===== src/rtl/touch_i2c_pkg.sv =====
// Shared types and constants for the touch-panel I2C responder.
package touch_i2c_pkg;

   typedef enum logic [3:0] {
      IDLE, RX_ADDR, ACK_ADDR, RX_PTR, ACK_PTR,
      RX_DATA, ACK_DATA, TX_BYTE, RX_MACK, WAIT_STOP
   } state_t;

   localparam logic [3:0] REG_GESTURE = 4'd0;
   localparam logic [3:0] REG_COUNT   = 4'd1;
   localparam logic [3:0] REG_X1_HI   = 4'd2;
   localparam logic [3:0] REG_X1_LO   = 4'd3;
   localparam logic [3:0] REG_Y1_HI   = 4'd4;
   localparam logic [3:0] REG_Y1_LO   = 4'd5;
   localparam logic [3:0] REG_X2_HI   = 4'd6;
   localparam logic [3:0] REG_X2_LO   = 4'd7;
   localparam logic [3:0] REG_Y2_HI   = 4'd8;
   localparam logic [3:0] REG_Y2_LO   = 4'd9;

   localparam logic [6:0] DEFAULT_DEV_ADDR = 7'h38;

   typedef struct packed {
      logic [7:0]  gesture;
      logic [1:0]  count;
      logic [15:0] x1;
      logic [15:0] y1;
      logic [15:0] x2;
      logic [15:0] y2;
   } frame_t;

   function automatic logic [7:0] reg_byte(input frame_t f, input logic [3:0] idx);
      logic [7:0] b;
      case (idx)
         REG_GESTURE: b = f.gesture;
         REG_COUNT:   b = {6'b0, f.count};
         REG_X1_HI:   b = f.x1[15:8];
         REG_X1_LO:   b = f.x1[7:0];
         REG_Y1_HI:   b = f.y1[15:8];
         REG_Y1_LO:   b = f.y1[7:0];
         REG_X2_HI:   b = f.x2[15:8];
         REG_X2_LO:   b = f.x2[7:0];
         REG_Y2_HI:   b = f.y2[15:8];
         REG_Y2_LO:   b = f.y2[7:0];
         default:     b = 8'h00;
      endcase
      return b;
   endfunction

endpackage


===== src/rtl/touch_i2c_responder_if.sv =====
// I2C pad signals plus the host-side touch frame handshake.
interface touch_i2c_responder_if;
   logic        scl_i;
   logic        sda_i;
   logic        sda_oe;
   logic        int_n;
   logic        touch_valid;
   logic        touch_ready;
   logic [15:0] touch_x1;
   logic [15:0] touch_y1;
   logic [15:0] touch_x2;
   logic [15:0] touch_y2;
   logic [1:0]  touch_count;
   logic [7:0]  touch_gesture;
   logic        busy;

   modport slave (
      input  scl_i, sda_i, touch_valid, touch_x1, touch_y1, touch_x2, touch_y2,
             touch_count, touch_gesture,
      output sda_oe, int_n, touch_ready, busy
   );

   modport master (
      output scl_i, sda_i, touch_valid, touch_x1, touch_y1, touch_x2, touch_y2,
             touch_count, touch_gesture,
      input  sda_oe, int_n, touch_ready, busy
   );
endinterface


===== src/rtl/i2c_line_filter.sv =====
// Two-flop synchroniser and FILTER_LEN-sample glitch filter for one I2C line.
module i2c_line_filter #(
   parameter int unsigned FILTER_LEN = 3
) (
   input  logic clk,
   input  logic reset_n,
   input  logic pad,
   output logic level,
   output logic rise,
   output logic fall
);
   // sh[0] is the metastability flop; sh[FILTER_LEN:1] are the filter window.
   logic [FILTER_LEN:0] sh;

   always_ff @(posedge clk or negedge reset_n) begin
      if (!reset_n) begin
         sh    <= '1;
         level <= 1'b1;
         rise  <= 1'b0;
         fall  <= 1'b0;
      end else begin
         sh   <= {sh[FILTER_LEN-1:0], pad};
         rise <= 1'b0;
         fall <= 1'b0;
         if ((&sh[FILTER_LEN:1]) && !level) begin
            level <= 1'b1;
            rise  <= 1'b1;
         end else if (!(|sh[FILTER_LEN:1]) && level) begin
            level <= 1'b0;
            fall  <= 1'b1;
         end
      end
   end
endmodule


===== src/rtl/touch_i2c_responder.sv =====
// I2C slave serving a latched touch frame: pointer write, then auto-incrementing read.
module touch_i2c_responder
   import touch_i2c_pkg::*;
#(
   parameter logic [6:0]  DEV_ADDR   = DEFAULT_DEV_ADDR,
   parameter int unsigned FILTER_LEN = 3
) (
   input logic                  clk,
   input logic                  reset_n,
   touch_i2c_responder_if.slave bus
);
   logic scl, scl_rise, scl_fall;
   logic sda, sda_rise, sda_fall;

   i2c_line_filter #(.FILTER_LEN(FILTER_LEN)) u_scl_filter (
      .clk(clk), .reset_n(reset_n), .pad(bus.scl_i),
      .level(scl), .rise(scl_rise), .fall(scl_fall)
   );

   i2c_line_filter #(.FILTER_LEN(FILTER_LEN)) u_sda_filter (
      .clk(clk), .reset_n(reset_n), .pad(bus.sda_i),
      .level(sda), .rise(sda_rise), .fall(sda_fall)
   );

   state_t      state, state_next;
   logic [7:0]  rx_sh;
   logic [6:0]  tx_sh;
   logic [3:0]  bit_cnt;
   logic [3:0]  ptr;
   frame_t      frame, shadow;
   logic        mack, sent, int_n_q, busy_q, sda_oe_q;

   logic        start_det, stop_det, byte_done, addr_hit;
   logic [7:0]  tx_cur, tx_next;

   assign start_det = sda_fall & scl;
   assign stop_det  = sda_rise & scl;
   assign byte_done = (bit_cnt == 4'd8);
   assign addr_hit  = (rx_sh[7:1] == DEV_ADDR);
   assign tx_cur    = reg_byte(shadow, ptr);
   assign tx_next   = reg_byte(shadow, ptr + 4'd1);

   assign bus.sda_oe      = sda_oe_q;
   assign bus.int_n       = int_n_q;
   assign bus.touch_ready = int_n_q;
   assign bus.busy        = busy_q;

   always_ff @(posedge clk or negedge reset_n) begin
      if (!reset_n) state <= IDLE;
      else          state <= state_next;
   end

   always_comb begin
      state_next = state;
      if (stop_det) begin
         state_next = IDLE;
      end else if (start_det) begin
         state_next = RX_ADDR;
      end else if (scl_fall) begin
         case (state)
            RX_ADDR:  if (byte_done) state_next = addr_hit ? ACK_ADDR : WAIT_STOP;
            ACK_ADDR: state_next = rx_sh[0] ? TX_BYTE : RX_PTR;
            RX_PTR:   if (byte_done) state_next = ACK_PTR;
            ACK_PTR:  state_next = RX_DATA;
            RX_DATA:  if (byte_done) state_next = ACK_DATA;
            ACK_DATA: state_next = RX_DATA;
            TX_BYTE:  if (byte_done) state_next = RX_MACK;
            RX_MACK:  state_next = mack ? WAIT_STOP : TX_BYTE;
            default:  ;
         endcase
      end
   end

   // SDA is sampled on filtered SCL rise; every sda_oe change lands the cycle after a filtered fall.
   always_ff @(posedge clk or negedge reset_n) begin
      if (!reset_n) begin
         rx_sh    <= '0;
         tx_sh    <= '0;
         bit_cnt  <= '0;
         ptr      <= '0;
         frame    <= '0;
         shadow   <= '0;
         mack     <= 1'b0;
         sent     <= 1'b0;
         int_n_q  <= 1'b1;
         busy_q   <= 1'b0;
         sda_oe_q <= 1'b0;
      end else begin
         if (stop_det) begin
            sda_oe_q <= 1'b0;
            busy_q   <= 1'b0;
            sent     <= 1'b0;
            if (sent) int_n_q <= 1'b1;
         end else if (start_det) begin
            sda_oe_q <= 1'b0;
            bit_cnt  <= '0;
         end else if (scl_rise) begin
            case (state)
               RX_ADDR, RX_PTR, RX_DATA:
                  if (!byte_done) begin
                     rx_sh   <= {rx_sh[6:0], sda};
                     bit_cnt <= bit_cnt + 4'd1;
                  end
               TX_BYTE: if (!byte_done) bit_cnt <= bit_cnt + 4'd1;
               RX_MACK: mack <= sda;
               default: ;
            endcase
         end else if (scl_fall) begin
            case (state)
               RX_ADDR:
                  if (byte_done && addr_hit) begin
                     busy_q   <= 1'b1;
                     sda_oe_q <= 1'b1;
                     shadow   <= frame;
                  end
               ACK_ADDR: begin
                  bit_cnt <= '0;
                  if (rx_sh[0]) begin
                     tx_sh    <= tx_cur[6:0];
                     sda_oe_q <= ~tx_cur[7];
                  end else begin
                     sda_oe_q <= 1'b0;
                  end
               end
               RX_PTR:
                  if (byte_done) begin
                     ptr      <= rx_sh[3:0];
                     sda_oe_q <= 1'b1;
                  end
               RX_DATA: if (byte_done) sda_oe_q <= 1'b1;
               ACK_PTR: begin
                  sda_oe_q <= 1'b0;
                  bit_cnt  <= '0;
               end
               ACK_DATA: begin
                  sda_oe_q <= 1'b0;
                  bit_cnt  <= '0;
                  ptr      <= ptr + 4'd1;
               end
               TX_BYTE:
                  if (byte_done) begin
                     sda_oe_q <= 1'b0;
                     sent     <= 1'b1;
                  end else begin
                     sda_oe_q <= ~tx_sh[6];
                     tx_sh    <= {tx_sh[5:0], 1'b0};
                  end
               RX_MACK:
                  if (!mack) begin
                     ptr      <= ptr + 4'd1;
                     tx_sh    <= tx_next[6:0];
                     sda_oe_q <= ~tx_next[7];
                     bit_cnt  <= '0;
                  end
               default: ;
            endcase
         end

         // Accept after the STOP handling so a same-cycle release cannot swallow a new frame.
         if (bus.touch_valid && int_n_q) begin
            frame.gesture <= bus.touch_gesture;
            frame.count   <= bus.touch_count;
            frame.x1      <= bus.touch_x1;
            frame.y1      <= bus.touch_y1;
            frame.x2      <= bus.touch_x2;
            frame.y2      <= bus.touch_y2;
            int_n_q       <= 1'b0;
         end
      end
   end
endmodule


===== src/flat_wrapper.sv =====
// flat-port wrapper written by rule: the top's interface ports become plain ports
module touch_i2c_responder_flat import touch_i2c_pkg::*;
#(
   parameter logic [6:0]  DEV_ADDR   = DEFAULT_DEV_ADDR,
   parameter int unsigned FILTER_LEN = 3
)
  (clk, reset_n, bus_scl_i, bus_sda_i, bus_touch_valid, bus_touch_x1, bus_touch_y1, bus_touch_x2, bus_touch_y2, bus_touch_count, bus_touch_gesture, bus_sda_oe, bus_int_n, bus_touch_ready, bus_busy);
  touch_i2c_responder_if bus_i ();
  input logic clk;
  input logic reset_n;
  input wire logic [$bits(bus_i.scl_i)-1:0] bus_scl_i;
  input wire logic [$bits(bus_i.sda_i)-1:0] bus_sda_i;
  input wire logic [$bits(bus_i.touch_valid)-1:0] bus_touch_valid;
  input wire logic [$bits(bus_i.touch_x1)-1:0] bus_touch_x1;
  input wire logic [$bits(bus_i.touch_y1)-1:0] bus_touch_y1;
  input wire logic [$bits(bus_i.touch_x2)-1:0] bus_touch_x2;
  input wire logic [$bits(bus_i.touch_y2)-1:0] bus_touch_y2;
  input wire logic [$bits(bus_i.touch_count)-1:0] bus_touch_count;
  input wire logic [$bits(bus_i.touch_gesture)-1:0] bus_touch_gesture;
  output wire logic [$bits(bus_i.sda_oe)-1:0] bus_sda_oe;
  output wire logic [$bits(bus_i.int_n)-1:0] bus_int_n;
  output wire logic [$bits(bus_i.touch_ready)-1:0] bus_touch_ready;
  output wire logic [$bits(bus_i.busy)-1:0] bus_busy;
  assign bus_i.scl_i = bus_scl_i;
  assign bus_i.sda_i = bus_sda_i;
  assign bus_i.touch_valid = bus_touch_valid;
  assign bus_i.touch_x1 = bus_touch_x1;
  assign bus_i.touch_y1 = bus_touch_y1;
  assign bus_i.touch_x2 = bus_touch_x2;
  assign bus_i.touch_y2 = bus_touch_y2;
  assign bus_i.touch_count = bus_touch_count;
  assign bus_i.touch_gesture = bus_touch_gesture;
  assign bus_sda_oe = bus_i.sda_oe;
  assign bus_int_n = bus_i.int_n;
  assign bus_touch_ready = bus_i.touch_ready;
  assign bus_busy = bus_i.busy;
  touch_i2c_responder #(.DEV_ADDR(DEV_ADDR), .FILTER_LEN(FILTER_LEN)) u_core (.clk(clk), .reset_n(reset_n), .bus(bus_i));
endmodule

===== config.mk =====
export PLATFORM = sky130hd
export DESIGN_NAME = touch_i2c_responder_flat
export DESIGN_NICKNAME = d
export VERILOG_FILES = /design/src/rtl/touch_i2c_pkg.sv /design/src/rtl/touch_i2c_responder_if.sv /design/src/rtl/i2c_line_filter.sv /design/src/rtl/touch_i2c_responder.sv /design/src/flat_wrapper.sv
export SDC_FILE = /design/constraint.sdc
export NUM_CORES = 1
export LEC_CHECK = 0
export CORE_ASPECT_RATIO = 0.8
export CORE_MARGIN = 8
export CORE_UTILIZATION = 35
export DETAILED_ROUTE_END_ITERATION = 10
export GPL_ROUTABILITY_DRIVEN = 1
export GPL_TIMING_DRIVEN = 1
export PLACE_DENSITY_LB_ADDON = 0.05
export SKIP_CTS_REPAIR_TIMING = 1
export SYNTH_ARGS = -nofsm -noshare
export SYNTH_HDL_FRONTEND = slang
export SYNTH_SLANG_ARGS = --single-unit

===== constraint.sdc =====
create_clock -name clk -period 2.8 [get_ports clk]
set_clock_uncertainty 0.15 [all_clocks]
set_input_delay 0.56 -clock clk [delete_from_list [all_inputs] [get_ports clk]]
set_output_delay 0.56 -clock clk [all_outputs]
set_load 0.03 [all_outputs]

==> results of run 1 <==
==> cell usage in the layout (no fill, tap or decap), types with 4 or more instances in the layout <==
cell	synthesis	routed
a31oi_1	6	6
nand2b_1	4	4
a221oi_1	8	8
a211oi_1	7	7
buf_12	0	9
nor3_1	10	10
dfrtp_1	183	183
mux2_2	161	161
nand3_1	20	19
clkbuf_16	0	17
inv_8	0	4
a22o_1	10	10
a222oi_1	6	6
a32oi_1	4	4
o22ai_1	9	9
clkdlybuf4s50_1	0	81
nor2_1	27	27
a21oi_1	31	31
a21o_1	4	4
o211ai_1	7	7
ha_1	7	5
a22oi_1	26	26
o21ai_0	37	37
dfstp_2	11	11
nor4b_1	6	5
inv_1	10	10
buf_4	6	46
nand2_1	81	80
nor2b_1	7	7
mux2i_1	16	16
==> metrics by stage <==
stage | instance area [um^2] | TNS [ns] | hold WS [ns] | power [W]
4_1_cts | 11700 | 0 | 0.0118 | 0.00588
3_5_place_dp | 11200 | 0 | 0.199 | 0.00344
2_1_floorplan | 9650 | 0 | 0.114 | 0.00320
6_report | 11700 | 0 | 0.00143 | 0.00578
5_1_grt | 11700 | 0 | 0.0344 | 0.00603
3_3_place_gp | 11200 | -0.0166 | 0.197 | 0.00343
==> per-layer routing <==
metal	vias up	GRT usage
met4	0	0.0514
met1	3734	0.269
li1	3310	-
met5	-	0
met3	42	0.0361
met2	291	0.264
==> flip-flops by register name, summed over array words and instances (netlist names) <==
signal                     flops
u_core.frame                  74
u_core.shadow                 74
u_core.rx_sh                   8
u_core.tx_sh                   7
u_core.bit_cnt                 4
u_core.ptr                     4
u_core.state                   4
u_core.u_scl_filter.sh         4
u_core.u_sda_filter.sh         4
u_core.bus.busy                1
u_core.bus.int_n               1
u_core.bus.sda_oe              1
u_core.mack                    1
u_core.sent                    1
u_core.u_scl_filter.fall       1
u_core.u_scl_filter.level      1
u_core.u_scl_filter.rise       1
u_core.u_sda_filter.fall       1
u_core.u_sda_filter.level      1
u_core.u_sda_filter.rise       1
==> area by class of cell <==
type                            count  area (um^2)  area share
Sequential cell                   194         4870       0.415
Multi-Input combinational cell    575         4460       0.380
Timing Repair Buffer              137         1350       0.115
Tap cell                          364          455      0.0388
Clock buffer                       19          453      0.0386
Clock inverter                     13          114     0.00970
Inverter                           10         37.5     0.00320
==> power breakdown <==
| group | total [W] | internal (W) | leakage (nW) | switching, W |
|---|---|---|---|---|
| clock | 0.00240 | 0.00122 | 0.280 | 0.00118 |
| combinational | 0.000342 | 0.000214 | 2.26 | 0.000127 |
| sequential | 0.00304 | 0.00295 | 2.55 | 0.0000906 |
==> logic make-up after synthesis <==
kind of cell / share of synthesized area
AND/OR/NAND/NOR: 0.0953
AO/OA/AOI/OAI: 0.146
buffers and inverters: 0.0373
XOR/XNOR: 0.00363
multiplexers: 0.204
flip-flops: 0.504
adder cells (fa/ha/maj): 0.00907
==> worst max-delay path, stage by stage, from the launching register on <==
cell and delay, ns:
dfrtp_1 0.50, ha_2 0.44, buf_4 0.24, nor4bb_1 0.64, a22oi_1 0.19, o21ai_0 0.11
nor3_1 0.06, o21ai_0 0.16
==> worst paths after layout <==
path	from	to	slack [ns]
max	u_core.ptr[0]	u_core.tx_sh[6]	0.23
min	reset_n	u_core.bus.busy	0.001
max reg2reg	u_core.ptr[0]	u_core.tx_sh[6]	0.23
min reg2reg	u_core.u_scl_filter.sh[0]	u_core.u_scl_filter.sh[1]	0.21
min in group clk	u_core.u_scl_filter.sh[0]	u_core.u_scl_filter.sh[1]	0.21
max in group asynchronous	reset_n	u_core.tx_sh[2]	1.82
==> impl_metrics.ini, run 1 <==
[route]
dr.pass1.iters = 8
routed_via_density = 5.62
vias = 7377
wl_met3_um = 1910
routedLengthMet1_um = 15000
wirelength_um = 30100
post_drt_wl_per_cell_um = 23.0
initialDrtViolationCount = 575
route.detailed.drc = 0
ant_nets = 0
wl_met2_um = 12700
top_layer = met4

[yosys]
ys_warn_count = 0
synthFlopType = dfrtp_1
yosysMostFrequentCell = dfrtp_1
syn_area_um2 = 9650
syn_avg_cell_area_um2 = 11.5
yosysTopAreaCellShare = 0.474
synthArstFlopShare = 1.00
synthTopCellsByArea = dfrtp_1, mux2_2, nand2_1, dfstp_2, a22oi_1
ys_ff_latch = 194
synthCells = 840
synth_seq_area_share = 0.504
synth_edf_count = 0
ys_types = 74
synth_common_cells = dfrtp_1, mux2_2, nand2_1, o21ai_0, a21oi_1
synth.net_count = 926
synth_area_leader_cell = dfrtp_1

[worst_setup_path]
endpoint_kind = flip-flop
worstRegToRegCells = 7
cp-start-kind = flip-flop
crit_type = flip-flop to flip-flop
cp.arrival_ns = 2.78
crit_required_ns = 3.01
path_max_fanout = 12

[layout]
fin_nets = 1021
n_antenna_cell = 0
areaGrowthSynthToFinish_pct = 21.6
drive_gt1_frac = 0.292
n_fill_cell = 2553
utilization = 0.431
finalNonFillerCells = 1312

[pwr]
powerDensity_nw_per_um2 = 492
peakVddDrop_v = 0.000415
leakagePower_nw = 5.10

[grt]
grt_use_total = 0.181
antenna_found_initial = 0
grt_pass1_vias = 7398
grt_max_degree = 76
grt_pass1_wl_um = 46300
overflow = 0

[sta]
setup_slack_ns = 0.226
layout_worst_path_cycle_share = 0.919
relSlewSlack = 0.499
max_freq_mhz = 388
finalHoldViolCount = 0
worst_pin_slew_ns = 0.744
post-route-min-period_ns = 2.57
setup_viol = 0
rsz0062_at_grt = false
drv_slew = 0

[floorplan]
core-area_um2 = 27200
dieArea_um2 = 33200
ios = 83
die_x_um = 202
die_y_um = 165
rows = 54
start_util = 0.355

[clock_network]
cts-root-buf = clkbuf_16
tritoncts = built
cts_buffers = 17
cts-htree-levels = 4
clock-sinks = 194
cts_buffer_depth = 2
clock_latency_ns = 0.44
clkTransAtPathRegs_ns = 0.07

[place]
preCtsSetupSlack_ns = 0.0496
gp_congestion = 0.908
dp.cells = 1280
dpl.hpwl_um = 22600
port_buffers = 82

[worst_hold_path]
hold_class = input port to asynchronous set/reset pin

[run_status]
status = finished clean

[job]
drv_cap = 0
Note: power is estimated with default switching activity, not from simulation.
==> inputs of run 2 (changes only) <==
- CORE_UTILIZATION: 35 -> 55
- PLACE_DENSITY: not set -> 0.76
- PLACE_DENSITY_LB_ADDON: 0.05 -> not set
==> run 2 against run 1 <==
Against the previous run:
- non-clock buffer count decreased by 5
- global-route usage increased by 6.4 points
- final cell count decreased by 11%
- largest power group unchanged
- final area decreased by 1.8%
- first-iteration DRC count increased by 19%
- sequential share of layout area increased by 0.77 points
- worst hold slack improved by 0.21 ns
- critical path type unchanged
- highest routed layer unchanged
- utilization increased by 24 points
==> impl_metrics.ini, run 2 (synthesized netlist as in run 1, its figures left out) <==
[sta]
rsz0062_at_grt = false
drv_slew = 0
setup_tns_ns = 0
post-route-min-period_ns = 2.63
setup_slack_ns = 0.171
setup_viol = 0
max_freq_mhz = 380
worst_pin_slew_ns = 0.624
relSlewSlack = 0.577
finalHoldViolCount = 0
layout_worst_path_cycle_share = 0.939

[worst_setup_path]
crit_type = flip-flop to flip-flop
cp.arrival_ns = 2.78
r2r-start = u_core.ptr[1]
path_max_fanout = 18
endpoint_kind = flip-flop
startpoint = u_core.ptr[1]
crit_required_ns = 2.95
cp-start-kind = flip-flop

[pwr]
leakagePower_nw = 5.06
powerDensity_nw_per_um2 = 509
peakVddDrop_v = 0.000346

[grt]
grt_pass1_wl_um = 41900
grt_use_total = 0.246
grt_pass1_vias = 7084
grt_max_degree = 76
overflow = 0
antenna_found_initial = 0

[route]
vias = 7243
dr.pass1.iters = 5
initialDrtViolationCount = 683
ant_nets = 0
route.detailed.drc = 0
post_drt_wl_per_cell_um = 22.5
wirelength_um = 26300
routed_via_density = 6.20

[layout]
utilization = 0.667
n_antenna_cell = 0
areaGrowthSynthToFinish_pct = 19.3
final_common_cell = dfrtp_1
most-common-layout-cells = dfrtp_1, mux2_2, clkdlybuf4s50_1, nand2_1, buf_4
drive_gt1_frac = 0.285
register_area_um2 = 4870
n_fill_cell = 1331
multi_input_area_um2 = 4450
reg_top3 = u_core.frame (74), u_core.shadow (74), u_core.rx_sh (8)
fin_nets = 1016

[floorplan]
dieArea_um2 = 22100
die_x_um = 164
die_y_um = 135
ios = 83
start_util = 0.559
rows = 43
core-area_um2 = 17300

[job]
drv_cap = 0

[clock_network]
clock-sinks = 194
cts_buffers = 17
clock_latency_ns = 0.43
cts-root-buf = clkbuf_16
tritoncts = built
cts_buffer_depth = 2
cts-htree-levels = 4
clkTransAtPathRegs_ns = 0.08

[run_status]
status = finished clean

[worst_hold_path]
hold_class = flip-flop to flip-flop
min-delay-start = u_core.u_sda_filter.sh[0]

[place]
dpl.hpwl_um = 19300
port_buffers = 82
gp_congestion = 0.986
preCtsSetupSlack_ns = 0.201
[run 2: changes by cell type in the layout (fill, tap and decap cells not counted), sizes merged]
cell         previous run  this run
buf                    55        49
bufinv                  0         1
clkbuf                 20        19
inv                    17        19
dlygate4sd3             0         1
clkinv                  5         3
[run 2: area by class of cell]
| type | instances | share of cell area |
|---|---|---|
| Inverter | 10 | 0.00326 |
| Tap cell | 225 | 0.0244 |
| Timing Repair Buffer | 132 | 0.111 |
| Clock buffer | 18 | 0.0373 |
| Sequential cell | 194 | 0.423 |
| Clock inverter | 14 | 0.0154 |
| Multi-Input combinational cell | 575 | 0.386 |
[run 2: worst max-delay path, cell delays in order (launching register included)]
cell and delay, ns:
dfrtp_1 0.49, inv_1 0.10, ha_1 0.34, buf_4 0.27
nor2_1 0.14, nor2_1 0.06, o311ai_1 0.55, buf_4 0.27
o221ai_1 0.13
[run 2: worst paths after layout]
check | end | slack (ns) | cells after the start
max | u_core.tx_sh[0] | 0.17 | 8
min | u_core.u_sda_filter.sh[1] | 0.21 | 0
max reg2reg | u_core.tx_sh[0] | 0.17 | 8
min reg2reg | u_core.u_sda_filter.sh[1] | 0.21 | 0
max in group asynchronous | u_core.u_sda_filter.level | 1.29 | 3
min in group asynchronous | u_core.frame[10] | 0.49 | 2
[run 2: power breakdown]
group | switching, W | internal, W | total [W]
combinational | 0.000121 | 0.000213 | 0.000333
clock | 0.00119 | 0.00130 | 0.00249
sequential | 0.0000912 | 0.00295 | 0.00304
total | 0.00140 | 0.00446 | 0.00586
[run 2: metal layers]
layer  GRT usage  wire [um]  share of wire  up-vias
met4      0.0721        465          0.018        0
li1            -          -              -     3311
met3      0.0657       2580          0.098       32
met2       0.328      10800           0.41      316
met5           0          0              0        -
met1       0.378      12400           0.47     3584
[run 2: metrics by stage]
stage | instance area, um^2 | hold slack (ns) | power (W) | std cells
floorplan | 9650 | 0.114 | 0.00320 | 840
global placement | 10900 | 0.196 | 0.00341 | 1135
detailed placement | 10900 | 0.197 | 0.00343 | 1135
CTS | 11500 | -0.0635 | 0.00592 | 1167
global route | 11500 | 0.212 | 0.00608 | 1168
finish | 11500 | 0.208 | 0.00586 | 1168
